File: src/rtl/i2s_tx_sched.sv
// i2s_tx_sched: round-robin, frame-locked arbiter for the I2S TX FIFO write port
module i2s_tx_sched #(
  parameter int NUM_REQ    = 4,
  parameter int DATA_WIDTH = 32,
  parameter int BURST_LEN  = 2
) (
  input  logic                          clk_i,
  input  logic                          rst_n_i,
  input  logic                          en_i,
  input  logic [NUM_REQ-1:0]            req_valid_i,
  input  logic [NUM_REQ*DATA_WIDTH-1:0] req_data_i,
  output logic [NUM_REQ-1:0]            req_ready_o,
  input  logic                          fifo_full_i,
  output logic                          fifo_wr_en_o,
  output logic [DATA_WIDTH-1:0]         fifo_wr_data_o,
  output logic [NUM_REQ-1:0]            grant_o,
  output logic                          busy_o,
  output logic                          frame_done_o
);
  localparam int IW = $clog2(NUM_REQ);
  localparam int CW = $clog2(BURST_LEN) + 1;
  typedef enum logic {IDLE, XFER} state_t;
  state_t state, state_n;
  logic [IW-1:0] last_grant, g_idx, win_idx, idx;
  logic [CW-1:0] cnt;
  logic found, beat, last;
  logic [DATA_WIDTH-1:0] g_data;
  // Search starts one past the previous owner, so the last owner ranks lowest
  always_comb begin
    idx = last_grant;
    win_idx = '0;
    found = 1'b0;
    for (int i = 0; i < NUM_REQ; i++) begin
      idx = (idx == IW'(NUM_REQ - 1)) ? '0 : idx + IW'(1);
      if (!found && req_valid_i[idx]) begin
        found = 1'b1;
        win_idx = idx;
      end
    end
  end
  always_comb begin
    g_data = '0;
    for (int k = 0; k < NUM_REQ; k++)
      if (grant_o[k]) g_data = req_data_i[k*DATA_WIDTH +: DATA_WIDTH];
  end
  assign beat           = (state == XFER) && |(req_valid_i & grant_o) && !fifo_full_i;
  assign last           = beat && (cnt == CW'(BURST_LEN - 1));
  assign req_ready_o    = (state == XFER && !fifo_full_i) ? grant_o : '0;
  assign fifo_wr_en_o   = beat;
  assign fifo_wr_data_o = beat ? g_data : '0;
  assign busy_o         = state == XFER;
  always_comb begin
    state_n = state;
    if (state == IDLE && en_i && found) state_n = XFER;
    if (last) state_n = IDLE;
  end
  always_ff @(posedge clk_i) begin
    if (!rst_n_i) begin
      state        <= IDLE;
      grant_o      <= '0;
      g_idx        <= '0;
      last_grant   <= IW'(NUM_REQ - 1);
      cnt          <= '0;
      frame_done_o <= 1'b0;
    end else begin
      state        <= state_n;
      frame_done_o <= last;
      if (state == IDLE && state_n == XFER) begin
        grant_o <= NUM_REQ'(1) << win_idx;
        g_idx   <= win_idx;
        cnt     <= '0;
      end else if (last) begin
        grant_o    <= '0;
        last_grant <= g_idx;
        cnt        <= '0;
      end else if (beat) begin
        cnt <= cnt + CW'(1);
      end
    end
  end
endmodule

File: config.mk
export PLATFORM = sky130hd
export DESIGN_NAME = i2s_tx_sched
export DESIGN_NICKNAME = d
export VERILOG_FILES = /design/src/rtl/i2s_tx_sched.sv
export SDC_FILE = /design/constraint.sdc
export NUM_CORES = 1
export LEC_CHECK = 0
export BUFFER_PORTS_ARGS = -buffer_cell sky130_fd_sc_hd__buf_2
export CORE_UTILIZATION = 35
export CTS_CLUSTER_DIAMETER = 200
export DETAILED_ROUTE_END_ITERATION = 8
export PLACE_DENSITY = 0.88
export SYNTH_ARGS = -nofsm -noshare
export SYNTH_HDL_FRONTEND = slang
export SYNTH_SLANG_ARGS = --single-unit
File: constraint.sdc
create_clock -name clk_i -period 3.3 [get_ports clk_i]
set_clock_uncertainty 0.2 [all_clocks]
set_input_delay 0.33 -clock clk_i [delete_from_list [all_inputs] [get_ports clk_i]]
set_output_delay 0.33 -clock clk_i [all_outputs]
set_load 0.05 [all_outputs]
==> out/summary.md <==
- Worst-Margin Slew: 0.7271 ns
- syn avg cell area: 7.181 sq um
- run status: complete, but fails checks
- via count: 2,678
- sequential standard cell area: 240.2 sq um
- detail-routed net length per standard cell: 16.37 microns
- clock-pin slew on the worst setup and hold paths: 0.05 ns
- largest net degree at the start of global routing: 33
- Crit path largest cell delay: 0.79 ns
- Die W: 71.29 microns
- Layout Area Growth over Synthesis: 55.62%
- buffer depth of the longest clock path: 2
- minimum clock period after layout: 2.767 ns
- Top FF cell, synth: sky130_fd_sc_hd__dfxtp_1
- quantity of gates resized following cts: 0
- worst setup timing slack at the placement stage: 0.8484 ns
- H-tree levels: 1
- global placement routability congestion: 0.8977
- standard cell with the maximum stage delay on the critical path: sky130_fd_sc_hd__dfxtp_1
- PnR worst setup slack: 0.5326 ns
- first-pass GRT wire length: 10,980 microns
- setup slack on the worst flop-to-flop path: 1.05 ns
- DRC violation count after routing: 13
- maximum VDD drop: 0.2677 mV
- total length of routed wires: 7349 microns
- share of synthesized registers carrying an async set or reset: 0%
- cell depth of the worst flop-to-flop path: 5
- Synth Instances: 234
- DR vias/cell: 5.964
- fraction of power consumed by the clock network: 29.4%
- synth unique cells: 40
- cells traversed along the worst timing path: a22o_1 > o21ai_2 > buf_4 > a21oi_1 > buf_2
- fraction of power consumed by sequential logic: 28.0%
- commonest cells after routing, fill and taps aside: 178 x sky130_fd_sc_hd__buf_2, 38 x sky130_fd_sc_hd__nand2_1, 34 x sky130_fd_sc_hd__o211ai_1, 34 x sky130_fd_sc_hd__a21oi_1, 32 x sky130_fd_sc_hd__a221o_1
- post-synth net total: 372
- share of layout cells above drive strength 1: 49.87%
- total leakage power: 1.252 nW
- Hold/Removal Path Class: in -> reg
- iteration count of the initial detailed-routing pass: 9
- starting density of the core: 37.56%
- netlist area before placement: 0.001680 sq mm
- number of nets with antenna violations after routing: 0
- Switching Share: 32.68%
- overall die height: 71.29 microns
- register area share after synthesis: 14.30%
- remaining max-slew budget at the tightest pin: 51.46%
- Antenna Cells: 0
- clock root buffer master: sky130_fd_sc_hd__clkbuf_8
- power dissipated by switching net loads: 0.1835 mW
- largest driver fanout on the critical path: 30
- clock network latency to the later pin of the worst-skew pair: 0.25 ns
- overall track demand over capacity in global routing: 26.47%
- total global routing overflow: 0
- final setup fails: 0
- total of warnings raised by yosys: 0
- Setup Fix Bufs, Post-CTS: 0
- launch point of the worst hold path: rst_n_i
- footprint of the multi-input gates: 0.001289 sq mm
- initial antenna violation count: 0
- count of state elements after synthesis: 12
- power per standard cell area: 214.7 mW/mm^2
- internal power component: 0.3780 mW
- number of nets in the layout: 536
- violated checks: DRC
- ratio of final minimum period to clock period: 83.86%
- endpoint kind of the worst setup timing path: output pin
- Core Area: 0.004474 sq mm
- Ports: 179
- HPWL after DPL: 5701 microns
- Slew Viols, Final: 0
- crit path launch type: register
- number of global-route vias before repair: 2,462
- number of clock sinks: 12
- placed standard-cell area: 0.002560 sq mm
- WS Path Type: reg -> out
- arrival time at the worst endpoint: 2.24 ns
- max-capacitance violation count: 0
- endpoints failing hold: 0
- setup repair after global routing missed its margin: no
- Max Clock Freq: 0.3613 GHz
- number of filler instances in the final layout: 418
- combinational fraction of design power: 42.6%
- number of buffers inserted during clock tree synthesis: 3
- hold-critical path depth: 2
- EDFF count, synth: 0
- post-route design area: 0.002615 sq mm
- worst reg2reg endpoint: grant_o[1]
- clock tree from TritonCTS: built
- hold-fix buffers at CTS: 0
- num rows: 24
- number of DRC markers in iteration 0: 186
- most common cell after layout, fill and taps aside: sky130_fd_sc_hd__buf_2
- Worst Hold Path EP: last_grant[1]
- die area: 0.005082 sq mm
- number of input and output port buffers inserted: 178
- Setup TNS Final: 0 ns
- final design utilization: 58.45%
- RR Startpoint: last_grant[0]
- data required time at the worst endpoint: 2.77 ns
worst max-delay path by stage:
stage	start	end
after floorplan	grant_o[0]	fifo_wr_data_o[10]
after global placement	grant_o[1]	fifo_wr_data_o[0]
after detailed placement	grant_o[1]	fifo_wr_data_o[21]
after CTS	grant_o[1]	fifo_wr_data_o[21]
after global routing	grant_o[1]	fifo_wr_data_o[21]
final	grant_o[1]	fifo_wr_data_o[21]
flip-flops by register name (all words and copies together) (netlist names):
signal	flops
cnt	2
last_grant	2
g_idx	2
grant_o	4
frame_done_o	1
busy_o	1
logic make-up (layout without fill, tap and decap cells):
| group | Yosys count | in the layout | synth area share (%) |
|---|---|---|---|
| flops | 12 | 12 | 14.30 |
| mux | 2 | 2 | 1.936 |
| fa+ha+maj | 2 | 2 | 1.489 |
| simple gates | 68 | 68 | 19.36 |
| buf+inv | 32 | 195 | 9.158 |
| compound gates | 117 | 117 | 53.24 |
| xor+xnor | 1 | 1 | 0.5213 |
per-layer routing:
layer	vias to the layer above	part of all wire, %	track usage [%]
met2	163	52	49.74
met3	27	8.1	2.672
li1	1251	-	-
met4	0	3.4	11.33
met1	1237	37	30.27
met5	-	0	0
critical path: cells and delay by family, from the launching register on:
family / cells / cell delay [ns]
compound gates: 3 / 0.61
flops: 1 / 0.79
buf+inv: 2 / 0.56
cells in the mapped netlist, types with 2 or more instances:
master                      n  area [sq um]
sky130_fd_sc_hd__dfxtp_1   12         240.2
sky130_fd_sc_hd__and2b_1    3         22.52
sky130_fd_sc_hd__nand3_1    6         30.03
sky130_fd_sc_hd__inv_1      5         18.77
sky130_fd_sc_hd__buf_2      4         20.02
sky130_fd_sc_hd__nor2b_1    4         25.02
sky130_fd_sc_hd__buf_6      2         22.52
sky130_fd_sc_hd__nand2_1   38         142.6
sky130_fd_sc_hd__o211ai_1  34         255.2
sky130_fd_sc_hd__and3_1     2         12.51
sky130_fd_sc_hd__clkbuf_1  18         67.56
sky130_fd_sc_hd__a32o_1     2         20.02
sky130_fd_sc_hd__nor2_1     5         18.77
sky130_fd_sc_hd__a221o_1   32         320.3
sky130_fd_sc_hd__and2_1     4         25.02
sky130_fd_sc_hd__o21ai_0    4         20.02
sky130_fd_sc_hd__ha_1       2         25.02
sky130_fd_sc_hd__o32ai_1    2         17.52
sky130_fd_sc_hd__a21oi_1   34         170.2
power groups by stage:
| stage | Combinational (mW) | Clock [mW] | Sequential, mW |
|---|---|---|---|
| floorplan | 0.123 | 0 | 0.167 |
| global placement | 0.230 | 0 | 0.160 |
| detailed placement | 0.235 | 0 | 0.160 |
| CTS | 0.237 | 0.162 | 0.157 |
| global route | 0.259 | 0.167 | 0.158 |
| finish | 0.239 | 0.165 | 0.157 |
final cells by class:
cell class                 instances  share of cell area [%]
multi-input combinational        190                   49.28
timing repair buffer             185                   36.08
sequential                        12                   9.187
inverter                           6                  0.8612
tap                               52                   2.488
clock buffer                       4                   2.105
per-stage QoR:
| step | std cells | hold WS [ns] | total power, mW |
|---|---|---|---|
| after global routing | 449 | 0.1314 | 0.5842 |
| after global placement | 445 | 0.2436 | 0.3903 |
| after detailed placement | 445 | 0.2532 | 0.3955 |
| final | 449 | 0.1336 | 0.5615 |
| after CTS | 449 | 0.1242 | 0.5564 |
| after floorplan | 234 | 0.2018 | 0.2900 |
(Power assumes the default switching activity.)
